`config.mk`:
```
export PLATFORM = sky130hd
export DESIGN_NAME = instr_sequencer
export DESIGN_NICKNAME = d
export VERILOG_FILES = /design/src/rtl/instr_sequencer.sv
export SDC_FILE = /design/constraint.sdc
export NUM_CORES = 1
export LEC_CHECK = 0
export ABC_CLOCK_PERIOD_IN_PS = 9000
export CAP_MARGIN = 15
export CORE_ASPECT_RATIO = 1.25
export CORE_MARGIN = 2
export CORE_UTILIZATION = 55
export CTS_BUF_LIST = sky130_fd_sc_hd__clkbuf_2
export DETAILED_ROUTE_END_ITERATION = 12
export GPL_TIMING_DRIVEN = 0
export PLACE_DENSITY = 0.74
export SYNTH_ARGS = -nofsm -noshare
export SYNTH_HDL_FRONTEND = slang
export SYNTH_SLANG_ARGS = --single-unit
```
`constraint.sdc`:
```
create_clock -name clk -period 9 [get_ports clk]
set_input_delay 2.7 -clock clk [delete_from_list [all_inputs] [get_ports clk]]
set_output_delay 2.7 -clock clk [all_outputs]
set_load 0.02 [all_outputs]
```
`src/rtl/instr_sequencer.sv`:
```
// ----------------------------------------------------------------------------
// instr_sequencer
//
// Loadable program buffer that issues instruction words, in address order, to
// a processor core over a valid/ready handshake. An all-zero word is the HALT
// encoding: it is issued and counted, and then the sequencer stops with done
// set. If the last buffer entry is accepted without a HALT, the sequencer
// stops with overrun set.
//
// Optional build macro:
//   INSTR_SEQ_WRAP_EN - a non-HALT word accepted at the last entry wraps pc to
//                       0 and issuing continues; overrun then stays 0.
//
// Ports:
//   clk          in   clock, rising edge
//   rst          in   asynchronous active-high reset (control state only)
//   wr_en        in   program write strobe (ignored while busy)
//   wr_addr      in   program write address
//   wr_data      in   program write data
//   start        in   begin issuing from address 0 (ignored while busy)
//   instr        out  word presented to the core (mem[pc])
//   instr_valid  out  instr is valid
//   instr_ready  in   core accepts instr this cycle
//   pc           out  buffer address of the presented word
//   issued       out  words accepted since the last start, saturating
//   busy         out  sequencer is issuing
//   done         out  HALT accepted
//   overrun      out  last entry accepted without HALT
// ----------------------------------------------------------------------------
module instr_sequencer #(
    parameter int INSTR_W = 32,
    parameter int DEPTH   = 16,
    parameter int ADDR_W  = $clog2(DEPTH),
    parameter int CNT_W   = 16
) (
    input  logic               clk,
    input  logic               rst,
    input  logic               wr_en,
    input  logic [ADDR_W-1:0]  wr_addr,
    input  logic [INSTR_W-1:0] wr_data,
    input  logic               start,
    output logic [INSTR_W-1:0] instr,
    output logic               instr_valid,
    input  logic               instr_ready,
    output logic [ADDR_W-1:0]  pc,
    output logic [CNT_W-1:0]   issued,
    output logic               busy,
    output logic               done,
    output logic               overrun
);

    typedef enum logic [1:0] {
        S_IDLE,
        S_RUN,
        S_HALTED,
        S_ERROR
    } state_e;

    localparam logic [ADDR_W-1:0] LAST_PC = ADDR_W'(DEPTH - 1);

    state_e             state_q;
    logic [INSTR_W-1:0] mem_q [DEPTH];
    logic [ADDR_W-1:0]  pc_q, pc_d;
    logic [CNT_W-1:0]   issued_q, issued_d;
    logic               valid_q, busy_q, done_q, overrun_q;
    logic               accept, is_halt, at_last;

    // Counter increment that sticks at all-ones instead of wrapping.
    function automatic logic [CNT_W-1:0] sat_inc(input logic [CNT_W-1:0] v);
        return (&v) ? v : v + CNT_W'(1);
    endfunction

    // Buffer is not reset; writes are locked out only while issuing.
    always_ff @(posedge clk) begin
        if (wr_en && (state_q != S_RUN)) begin
            mem_q[wr_addr] <= wr_data;
        end
    end

    // Combinational read so a word written in the start cycle is seen at once.
    assign instr    = mem_q[pc_q];
    assign accept   = valid_q && instr_ready;
    assign is_halt  = (instr == '0);
    assign at_last  = (pc_q == LAST_PC);
    assign issued_d = sat_inc(issued_q);
    assign pc_d     = at_last ? '0 : pc_q + ADDR_W'(1);

    always_ff @(posedge clk or posedge rst) begin
        if (rst) begin
            state_q   <= S_IDLE;
            pc_q      <= '0;
            issued_q  <= '0;
            valid_q   <= 1'b0;
            busy_q    <= 1'b0;
            done_q    <= 1'b0;
            overrun_q <= 1'b0;
        end else begin
            case (state_q)
                S_RUN: begin
                    if (accept) begin
                        issued_q <= issued_d;
                        if (is_halt) begin
                            state_q <= S_HALTED;
                            valid_q <= 1'b0;
                            busy_q  <= 1'b0;
                            done_q  <= 1'b1;
                        end else if (at_last) begin
`ifdef INSTR_SEQ_WRAP_EN
                            pc_q <= pc_d;
`else
                            state_q   <= S_ERROR;
                            valid_q   <= 1'b0;
                            busy_q    <= 1'b0;
                            overrun_q <= 1'b1;
`endif
                        end else begin
                            pc_q <= pc_d;
                        end
                    end
                end
                default: begin
                    // IDLE, HALTED and ERROR all restart identically.
                    if (start) begin
                        state_q   <= S_RUN;
                        pc_q      <= '0;
                        issued_q  <= '0;
                        valid_q   <= 1'b1;
                        busy_q    <= 1'b1;
                        done_q    <= 1'b0;
                        overrun_q <= 1'b0;
                    end
                end
            endcase
        end
    end

    assign instr_valid = valid_q;
    assign pc          = pc_q;
    assign issued      = issued_q;
    assign busy        = busy_q;
    assign done        = done_q;
    assign overrun     = overrun_q;

endmodule

```
# ---- Word level (Yosys, flattened, before mapping)
# Memory sizes are Yosys's and may differ from the RTL's.
# Cells that the tools add are included.
dict set report totals {
  ff_bits 25
  ramBits 512
  in_bits 41
  out_inout_bits 56
  word_cells 58
  n_memories 1
}
# name depth width read_ports rd_clocked_by_memory_dff wr line_no
set memory_table {}
lappend memory_table {mem_q 16 32 1 0 1 62} ;# logic [INSTR_W-1:0] mem_q [DEPTH];
dict set report op_classes {
  n_addsub 2
  eq_ne 10
  mux 29
  reduce_logical 10
}
# operator n
set ops {}
lappend ops {{16-bit two-way mux} 4}
lappend ops {{32-bit logical NOT} 1}
lappend ops {{4-bit two-way mux} 5}
lappend ops {{16-bit by 1-bit adder with 16-bit output (second input constant)} 1}
lappend ops {{16-bit AND reduction} 1}
lappend ops {{1-bit two-way mux} 15}
lappend ops {{2-bit inequality test (second input constant)} 6}
lappend ops {{2-bit two-way mux} 5}
lappend ops {{3-bit AND reduction} 3}
lappend ops {{4-bit AND reduction} 2}
lappend ops {{4-bit by 1-bit adder with 4-bit output (second input constant)} 1}
lappend ops {{4-bit == test (second input constant)} 1}
lappend ops {{3-bit inequality test (second input constant)} 1}
lappend ops {{2-bit by 1-bit == test with 1-bit output (second input constant)} 1}
lappend ops {{1-bit logical AND} 2}
lappend ops {{2-bit by 1-bit inequality test with 1-bit output (second input constant)} 1}
lappend ops {{2-bit nonzero test} 1}

# ---- Longest topological paths before layout
# Gate-level depths: netlist of run 1.
dict set report depth {
  depth_word 5
  ltp_mapped 13
  ltp_nobuf 9
}

# ---- Worst setup path after synthesis of run 1
# No wires, ideal clock.
dict set report synth_timing {
  path_kind {in2reg}
  startpoint {input port wr_en}
  endpoint {memory mem_q[0][0], enable pin}
  setup_time_ns 0.461
  arrival_time_ns 5.344
  t_required_ns 8.539
  slack_ns 3.194
  cell_stages 3
  path_buffers 0
  cell_sequence {nand2_1 -> or3_1 -> nor3_1}
}
dict set report synth_via {
  elab_chain_len 3
}
# element line_no
set synth_lines {}
lappend synth_lines {{start: declaration} 38} ;# input logic wr_en,
lappend synth_lines {{1-bit logical AND} 75} ;# if (wr_en && (state_q != S_RUN)) begin
lappend synth_lines {{1-bit two-way mux} 75}
lappend synth_lines {{1-bit two-way mux (implied by the code)} 76} ;# mem_q[wr_addr] <= wr_data;
lappend synth_lines {{end: declaration} 62}
# No other way between the ends.

# ---- Worst setup path in the final report of run 1
dict set report layout_timing {
  startpoint {register pc_q[1], in the netlist pc[1]}
  endpoint {output port instr[8]}
}
dict set report layout_via {
  elab_chain_len 1
}
# element line_no
set layout_lines {}
lappend layout_lines {{start: declaration} 63} ;# logic [ADDR_W-1:0] pc_q, pc_d;
lappend layout_lines {{start signal: assignment} 117} ;# pc_q <= pc_d;
lappend layout_lines {{memory 16 x 32 bit} --}
lappend layout_lines {{end: declaration} 42} ;# output logic [INSTR_W-1:0] instr,
# No other way between the ends.

==> impl_metrics.json, run 1 <==
{
  "status": "finished clean",
  "slew_viol_final": 0,
  "place_ws_ns": 2.54,
  "holdBufCountCts": 0,
  "gp_congestion": 0.853,
  "critical_path_class": "flip-flop to output port",
  "fmax_mhz": 132,
  "num_rows": 79,
  "power.switching_mw": 2.20,
  "synth.top_cell.area_share": 0.738,
  "finalSetupViolations": 0,
  "fillers": 2516,
  "final_cell_mix": "edfxtp_1 (512), clkbuf_2 (164), mux4_2 (126), clkdlybuf4s50_1 (96), nand2_1 (38)",
  "fin_crit_ns": 7.55,
  "cts.clk_slew.worst_paths_ns": 0.10,
  "placed_cell_area_um2": 23100,
  "firstDrtPassIters": 5,
  "vdd.ir_drop.worst_v": 0.000195,
  "io_pins": 97,
  "synth-main-ff-cell": "edfxtp_1",
  "gr-total-overflow": 0,
  "yosysWarnings": 0,
  "die_h_um": 222,
  "synth_async_sr_flop_share": 0.0466,
  "avgSynthCellArea_um2": 21.3,
  "synth_area_leaders": "edfxtp_1 (74%), mux4_2 (14%), dfrtp_1 (3.0%)",
  "io_buffer_count": 96,
  "vias_per_cell": 6.19,
  "grtUsageTotal": 0.253,
  "die_area_um2": 39400,
  "ys_ff_latch": 537,
  "hold_path.class": "flip-flop to flip-flop",
  "cp_data_arrival_time_ns": 4.85,
  "cts.sinks": 537,
  "num_vias": 11113,
  "layout-drive-gt1-share": 0.284,
  "period_share": 0.839,
  "drc": 0,
  "worst_pin_slew_ns": 1.14,
  "cp.required_ns": 6.30,
  "drt_iter0_drc": 1287,
  "final_common_cell": "edfxtp_1",
  "total_leakage_power_nw": 7.91,
  "clkPwrFrac": 0.215,
  "cts_root_buf": "clkbuf_2",
  "hold_end": "overrun",
  "synth_edf_count": 512,
  "pwr_density_cell_nw_per_um2": 272,
  "cts_made_buffers": 119,
  "seq_area_frac_synth": 0.768,
  "drv_cap": 0,
  "insertion_delay_ns": 1.07,
  "whs_path_depth": 2,
  "finalNetCount": 1272,
  "syn_area_um2": 20800,
  "slew-limit-headroom": 0.239,
  "first_global_vias": 11523,
  "grt_setup_unrepaired": "no",
  "fin_util": 0.646,
  "cts_tree": "done",
  "fp.dieW_um": 178,
  "rr_worst_depth": 10,
  "wl_per_cell_um": 26.8,
  "syn_inst": 980,
  "skew_ns": 0.0774,
  "antenna_left": 0,
  "seq_power_share": 0.431,
  "clock_path_buffers": 3,
  "htree_levels": 3,
  "cp_max_fo": 10,
  "ctsResizeCount": 0,
  "crit_path_end_kind": "output port",
  "setup_tns_ns": 0,
  "yosysTopAreaCell": "edfxtp_1",
  "synthesis.nets": 1023,
  "wl_um": 48100,
  "syn2layout_area_growth_pct": 15.6,
  "crit_start": "pc[1]",
  "ff2ff_setup_slack_ns": 4.34,
  "dpl.hpwl_um": 30600,
  "stdcell_area_um2": 24100,
  "reg2reg_from": "pc[2]",
  "p_comb_frac": 0.354,
  "swShare": 0.336,
  "antenna_found_initial": 3,
  "finalHoldViolCount": 0,
  "grt_max_degree": 26,
  "grt_pass1_wl_um": 71400,
  "cts_setup_buffers": 0,
  "netlist-cell-type-count": 47,
  "cellInternalPower_mw": 4.35,
  "fin_ws_ns": 1.45,
  "hold_path_startpoint": "overrun",
  "start_util": 0.559,
  "r2r-end": "busy",
  "core_area_um2": 37300,
  "critPathLaunchType": "flip-flop"
}
[worst max-delay path: stages (launching register included)]
cell             delay [ns]
dfrtp_1                0.48
buf_2                  0.28
buf_2                  0.32
clkbuf_1               0.63
buf_2                  0.45
mux4_2                 0.37
a22oi_1                0.37
o21ai_0                0.26
clkdlybuf4s50_1        0.61
[how the worst max path moves through the flow]
stage / depth (start not counted) / slack [ns] / endpoint
after floorplan: 3 / 3.19 / mem_q[0][0]
after global placement: 4 / -0.29 / mem_q[0][20]
after detailed placement: 8 / 2.54 / instr[8]
after CTS: 8 / 1.36 / instr[8]
after global routing: 8 / 1.29 / instr[8]
final: 8 / 1.45 / instr[8]
[stage by stage]
step | hold slack (ns) | total power [mW] | cells
after floorplan | 0.509 | 4.33 | 980
after global placement | 0.492 | 5.17 | 1562
after detailed placement | 0.492 | 5.21 | 1594
after CTS | 0.515 | 6.60 | 1794
after global routing | 0.550 | 6.84 | 1796
final | 0.524 | 6.55 | 1796
[cell usage after synthesis, drive strengths merged, types with 3 or more instances]
cell and number:
edfxtp 512, mux4 126, nand2 38, nor2 35
mux2i 34, buf 26, dfrtp 25, a22oi 23
clkbuf 18, o21ai 16, a221oi 13, a21oi 11
inv 11, nand3 10, nor3 7, nor2b 6
and4 5, nand4 5, or3 5, xor2 5
and2 4, nand2b 4, nor4 4, a21o 3
and3 3, clkinv 3, o22ai 3, or4 3
[per-layer routing]
metal / track usage / wire (µm) / up-vias
li1: - / - / 4677
met1: 0.343 / 18100 / 5720
met2: 0.402 / 24000 / 618
met3: 0.0540 / 4700 / 96
met4: 0.108 / 1360 / 2
met5: 0 / 12 / -
[registers in the layout (all words and copies together), names as in the netlist]
name and flops:
busy 1, state_q 2, done 1, pc 4, mem_q 512, issued 16, overrun 1
[cell families after synthesis]
kind of cell | Yosys count | share of synthesized area
adder cells (fa/ha/maj) | 2 | 0.00120
XOR/XNOR | 7 | 0.00294
AO/OA/AOI/OAI | 81 | 0.0272
buffers and inverters | 58 | 0.0154
multiplexers | 162 | 0.154
flip-flops | 537 | 0.768
AND/OR/NAND/NOR | 133 | 0.0312
[power by group through the flow]
stage	clock network, mW	logic (mW)	registers, mW
final	1.41	2.32	2.82
after global routing	1.57	2.45	2.83
after CTS	1.44	2.34	2.82
after detailed placement	0	2.33	2.88
after global placement	0	2.29	2.88
after floorplan	0	1.44	2.89
[cell type report]
cell class / instances / area, µm² / share of cell area
repair buffers: 128 / 1530 / 0.0637
diodes: 2 / 5.00 / 0.000208
inverters: 14 / 52.6 / 0.00218
well taps: 486 / 608 / 0.0253
flip-flops and latches: 537 / 16000 / 0.665
plain buffers: 44 / 269 / 0.0112
clock buffers: 164 / 821 / 0.0341
multi-input cells: 385 / 4610 / 0.192
clock inverters: 36 / 164 / 0.00681
No activity file was read; power rests on OpenSTA's default activity.
==> run 2: changes to the inputs <==
--- a/config.mk
+++ b/config.mk
@@ -5,7 +5,7 @@
 export SDC_FILE = /design/constraint.sdc
 export NUM_CORES = 1
 export LEC_CHECK = 0
-export ABC_CLOCK_PERIOD_IN_PS = 9000
+export ABC_CLOCK_PERIOD_IN_PS = 6200
 export CAP_MARGIN = 15
 export CORE_ASPECT_RATIO = 1.25
 export CORE_MARGIN = 2
@@ -13,7 +13,7 @@
 export CTS_BUF_LIST = sky130_fd_sc_hd__clkbuf_2
 export DETAILED_ROUTE_END_ITERATION = 12
 export GPL_TIMING_DRIVEN = 0
-export PLACE_DENSITY = 0.74
+export PLACE_DENSITY = 0.77
 export SYNTH_ARGS = -nofsm -noshare
 export SYNTH_HDL_FRONTEND = slang
 export SYNTH_SLANG_ARGS = --single-unit
==> constraint.sdc (replaced) <==
create_clock -name clk -period 6.2 [get_ports clk]
set_input_delay 1.86 -clock clk [delete_from_list [all_inputs] [get_ports clk]]
set_output_delay 1.86 -clock clk [all_outputs]
set_load 0.02 [all_outputs]
==> run 2 against run 1 <==
Effect of this change: cell count rose by 0.22%; critical path depth is the same; worst hold slack got worse by 0.0081 ns; count of clock-buffer cells in the layout increased by 3; power increased by 46%; combinational power increased by 44%; cell area increased by 0.13%; non-clock buffer count decreased by 4; via count barely moved; wire length is 0.18% higher; sequential share of layout area shrank 0.086 points; critical path type unchanged.
==> impl_metrics.json, run 2 (synthesis results as in run 1) <==
{
  "status": "finished clean",
  "drt_iter0_drc": 1308,
  "fmax_mhz": 164,
  "pwr_density_cell_nw_per_um2": 397,
  "gr-total-overflow": 0,
  "finalSetupViolations": 0,
  "final_common_cell": "edfxtp_1",
  "vias_per_cell": 6.18,
  "gp_congestion": 0.870,
  "critical_path_class": "flip-flop to output port",
  "dp_cells": 1592,
  "core_area_um2": 37300,
  "drv_cap": 0,
  "grt_pass1_wl_um": 71400,
  "wl_per_cell_um": 26.8,
  "fillers": 2454,
  "r2r-end": "pc[3]",
  "total_leakage_power_nw": 7.97,
  "antenna_found_initial": 3,
  "clock_path_buffers": 3,
  "rr_worst_depth": 11,
  "wl_um": 48200,
  "max_flop_register": "mem_q",
  "finalHoldViolCount": 0,
  "vdd.ir_drop.worst_v": 0.000245,
  "skew_ns": 0.0783,
  "antenna_left": 0,
  "drc": 0,
  "worst_pin_slew_ns": 1.07,
  "die_area_um2": 39400,
  "crit_start": "pc[1]",
  "cts_made_buffers": 118,
  "largest_reg_flops": 512,
  "slew_viol_final": 0,
  "ff2ff_setup_slack_ns": 1.90,
  "hold_path.class": "flip-flop to flip-flop",
  "p_total_mw": 9.56,
  "critPathLaunchType": "flip-flop",
  "crit_path_end_kind": "output port",
  "period_share": 0.986,
  "grt_max_degree": 26,
  "insertion_delay_ns": 1.09,
  "io_buffer_count": 96,
  "finalNonFillerCells": 1800,
  "reg2reg_from": "pc[1]",
  "firstDrtPassIters": 5,
  "slew-limit-headroom": 0.289,
  "dpl.hpwl_um": 30000,
  "cp_max_fo": 10,
  "critPathCapture": "instr[9]",
  "cts.sinks": 537,
  "start_util": 0.559,
  "cts_root_buf": "clkbuf_2",
  "setup_tns_ns": 0,
  "fin_crit_ns": 6.11,
  "grtUsageTotal": 0.253,
  "cts_tree": "done",
  "syn2layout_area_growth_pct": 15.7,
  "io_pins": 97,
  "num_vias": 11123,
  "finalNetCount": 1267,
  "num_rows": 79,
  "cts.clk_slew.worst_paths_ns": 0.12,
  "cp_data_arrival_time_ns": 4.25,
  "htree_levels": 3,
  "final_cell_mix": "edfxtp_1 (512), clkbuf_2 (172), mux4_2 (126), clkdlybuf4s50_1 (91), nand2_1 (38)",
  "grt_setup_unrepaired": "no",
  "fp.dieW_um": 178,
  "cp.required_ns": 4.34,
  "layout-drive-gt1-share": 0.294,
  "first_global_vias": 11433,
  "die_h_um": 222
}
## run 2: changes by cell type in the layout (fill, tap and decap cells not counted), sizes merged
cell / change
clkinv: +3
diode: -1
clkdlybuf4s50: -5
bufinv: +1
buf: -6
dlygate4sd2: +4
clkbuf: +4
inv: +2
dlymetal6s2s: +1
clkdlybuf4s15: +1
## run 2: worst min path at each step
stage               slack, ns  cells past startpoint    endpoint  startpoint
finish                   0.52                      2     overrun     overrun
global route             0.56                      2     overrun     overrun
CTS                      0.52                      2     overrun     overrun
detailed placement       0.49                      2     overrun     overrun
global placement         0.49                      2     overrun     overrun
floorplan                0.51                      2  state_q[0]  state_q[0]
## run 2: cell type report
cell class              count  area [µm²]  share of cell area
well taps                 486         608              0.0252
plain buffers              41         269              0.0112
multi-input cells         385        4610               0.191
flip-flops and latches    537       16000               0.664
clock buffers             167         836              0.0347
inverters                  14        53.8             0.00223
repair buffers            127        1500              0.0621
clock inverters            42         219             0.00909
diodes                      1        2.50            0.000104
## run 2: per-stage QoR
step	utilization	hold WS [ns]	setup slack [ns]	area, µm²
after floorplan	-	0.509	1.23	20800
after global placement	0.601	0.490	-2.28	22400
after detailed placement	0.618	0.492	0.743	23000
after CTS	0.647	0.517	0.00116	24100
after global routing	0.647	0.560	0.00524	24100
final	0.647	0.516	0.0875	24100
## run 2: what timing repair did
action | in CTS | in global routing
pin swaps | 0 | 0
gates cloned | 0 | 0
setup endpoints to repair | 19 | 5
hold buffers | 0 | 0
gates resized for setup | 16 | 1
setup buffers | 0 | 0
## run 2: per-layer routing
metal  vias to the layer above  global-route usage  wire [µm]
met2                       635               0.410      24300
met4                         4              0.0981       1340
met1                      5711               0.341      17900
met3                       101              0.0526       4600
li1                       4672                   -          -
met5                         -                   0         24
## run 2: report_power, final
group / leakage (nW) / internal, mW / total [mW] / switching (mW)
combinational: 2.23 / 1.51 / 3.35 / 1.84
clock: 0.814 / 0.811 / 2.11 / 1.30
sequential: 4.93 / 4.04 / 4.10 / 0.0595
## run 2: critical path: stages, from the launching register on
cell and delay, ns:
dfrtp_1 0.49, buf_2 0.29, clkbuf_1 0.53, clkbuf_2 0.45, mux4_2 0.37, a22oi_1 0.21
and2_1 0.23, inv_1 0.06, clkdlybuf4s50_1 0.53
==> run 3: changes to the inputs <==
--- a/config.mk
+++ b/config.mk
@@ -9,11 +9,10 @@
 export CAP_MARGIN = 15
 export CORE_ASPECT_RATIO = 1.25
 export CORE_MARGIN = 2
-export CORE_UTILIZATION = 55
-export CTS_BUF_LIST = sky130_fd_sc_hd__clkbuf_2
+export CORE_UTILIZATION = 54
 export DETAILED_ROUTE_END_ITERATION = 12
 export GPL_TIMING_DRIVEN = 0
-export PLACE_DENSITY = 0.77
+export PLACE_DENSITY = 0.75
 export SYNTH_ARGS = -nofsm -noshare
 export SYNTH_HDL_FRONTEND = slang
 export SYNTH_SLANG_ARGS = --single-unit
==> run 3 against run 2 <==
Effect of this change: non-clock buffer count unchanged; register-to-register slack got worse by 0.47 ns; largest cell class unchanged; cell area increased by 2.0%; maximum frequency increased by 1.9%; largest power group unchanged; power increased by 9.6%; count of clock-buffer cells in the layout decreased by 92; critical path depth unchanged; sequential power about the same; critical path type unchanged; die area increased by 1.8%; global-route usage decreased by 0.80 points.
==> impl_metrics.json, run 3 (synthesis results as in run 1) <==
{
  "status": "finished clean",
  "p_comb_frac": 0.322,
  "antenna_left": 0,
  "period_share": 0.967,
  "hold_end": "done",
  "die_h_um": 224,
  "num_rows": 80,
  "layout-drive-gt1-share": 0.227,
  "pwr_density_cell_nw_per_um2": 427,
  "cellInternalPower_mw": 7.30,
  "vdd.ir_drop.worst_v": 0.000341,
  "cts.clk_slew.worst_paths_ns": 0.06,
  "cts_made_buffers": 50,
  "seq_power_share": 0.391,
  "holdBufCountCts": 0,
  "cp_max_fo": 10,
  "hold_path_startpoint": "done",
  "wl_per_cell_um": 28.8,
  "grtUsageTotal": 0.245,
  "total_leakage_power_nw": 7.90,
  "swShare": 0.303,
  "hold_path.class": "flip-flop to flip-flop",
  "htree_levels": 2,
  "clock_path_buffers": 3,
  "power.switching_mw": 3.18,
  "io_buffer_count": 96,
  "grt_pass1_wl_um": 71500,
  "wl_um": 48700,
  "slew_viol_final": 0,
  "dpl.hpwl_um": 30000,
  "core_area_um2": 38100,
  "drt_iter0_drc": 1261,
  "stdcell_area_um2": 24600,
  "ff2ff_setup_slack_ns": 1.43,
  "skew_ns": 0.0137,
  "place_ws_ns": 0.739,
  "cts.sinks": 537,
  "antenna_found_initial": 0,
  "placed_cell_area_um2": 22900,
  "insertion_delay_ns": 0.56,
  "final_cell_mix": "edfxtp_1 (512), mux4_2 (126), clkdlybuf4s50_1 (96), clkbuf_16 (53), nand2_1 (38)",
  "fmax_mhz": 167,
  "finalHoldViolCount": 0,
  "crit_path_end_kind": "output port",
  "start_util": 0.546,
  "hold_ws_ns": 0.520,
  "fin_util": 0.644,
  "finalNetCount": 1199,
  "grt_setup_unrepaired": "no",
  "rr_worst_depth": 10,
  "cts_root_buf": "clkbuf_16",
  "fillers": 2449,
  "syn2layout_area_growth_pct": 18.0,
  "fin_ws_ns": 0.203,
  "drc": 0,
  "critical_path_class": "flip-flop to output port",
  "slew-limit-headroom": 0.204,
  "vias_per_cell": 6.39,
  "fp.dieW_um": 180,
  "cts_setup_buffers": 0,
  "first_global_vias": 11012,
  "ctsResizeCount": 0,
  "grt_max_degree": 26,
  "cp.required_ns": 4.34,
  "cp_data_arrival_time_ns": 4.14,
  "final_common_cell": "edfxtp_1",
  "cts_tree": "done",
  "io_pins": 97,
  "finalSetupViolations": 0,
  "reg2reg_from": "pc[2]",
  "worst_pin_slew_ns": 1.19,
  "whs_path_depth": 1,
  "r2r-end": "busy",
  "num_vias": 10790,
  "antenna_cells": 0,
  "die_area_um2": 40200,
  "critPathLaunchType": "flip-flop",
  "largest_reg_flops": 512,
  "firstDrtPassIters": 7,
  "gp_congestion": 0.852,
  "gr-total-overflow": 0,
  "drv_cap": 0,
  "clkPwrFrac": 0.287,
  "fin_crit_ns": 6.00,
  "max_flop_register": "mem_q"
}
[run 3: stage by stage]
stage               total power [mW]  std cells  setup TNS (ns)
floorplan                       6.28        980               0
global placement                7.50       1568         -319.63
detailed placement              7.55       1596               0
CTS                             10.5       1689               0
global route                    10.8       1689               0
finish                          10.5       1689               0
[run 3: layout make-up]
class / count / area (µm²) / area share
sequential: 537 / 16000 / 0.651
clock inverter: 18 / 145 / 0.00591
multi-input combinational: 385 / 4610 / 0.188
buffer: 44 / 270 / 0.0110
tap: 492 / 616 / 0.0251
clock buffer: 75 / 1480 / 0.0601
timing repair buffer: 124 / 1400 / 0.0568
inverter: 14 / 52.6 / 0.00214
[run 3: power groups by stage]
| stage | Combinational, mW | Sequential [mW] | Clock (mW) |
|---|---|---|---|
| detailed placement | 3.37 | 4.18 | 0 |
| global route | 3.56 | 4.11 | 3.18 |
| CTS | 3.40 | 4.10 | 3.04 |
| finish | 3.37 | 4.10 | 3.00 |
| global placement | 3.32 | 4.18 | 0 |
| floorplan | 2.09 | 4.19 | 0 |
[run 3: how the worst max path moves through the flow]
stage / depth (start not counted) / end / start
after floorplan: 3 / mem_q[0][0] / wr_en
after global routing: 8 / instr[26] / pc[1]
final: 8 / instr[26] / pc[1]
after detailed placement: 8 / instr[8] / pc[1]
after global placement: 4 / mem_q[0][11] / wr_en
after CTS: 8 / instr[8] / pc[1]
[run 3: per-layer routing]
layer,up-vias,global-route usage,share of wire
met1,5606,0.335,0.37
met2,632,0.406,0.50
met5,-,0,0
li1,4454,-,-
met4,0,0.0850,0.033
met3,98,0.0434,0.096
[run 3: critical path: stages, from the launching register on]
cell,delay [ns]
dfrtp_1,0.44
buf_2,0.28
buf_2,0.36
buf_2,0.33
clkbuf_1,0.69
mux4_2,0.43
a22oi_1,0.26
o21ai_0,0.19
clkdlybuf4s50_1,0.60
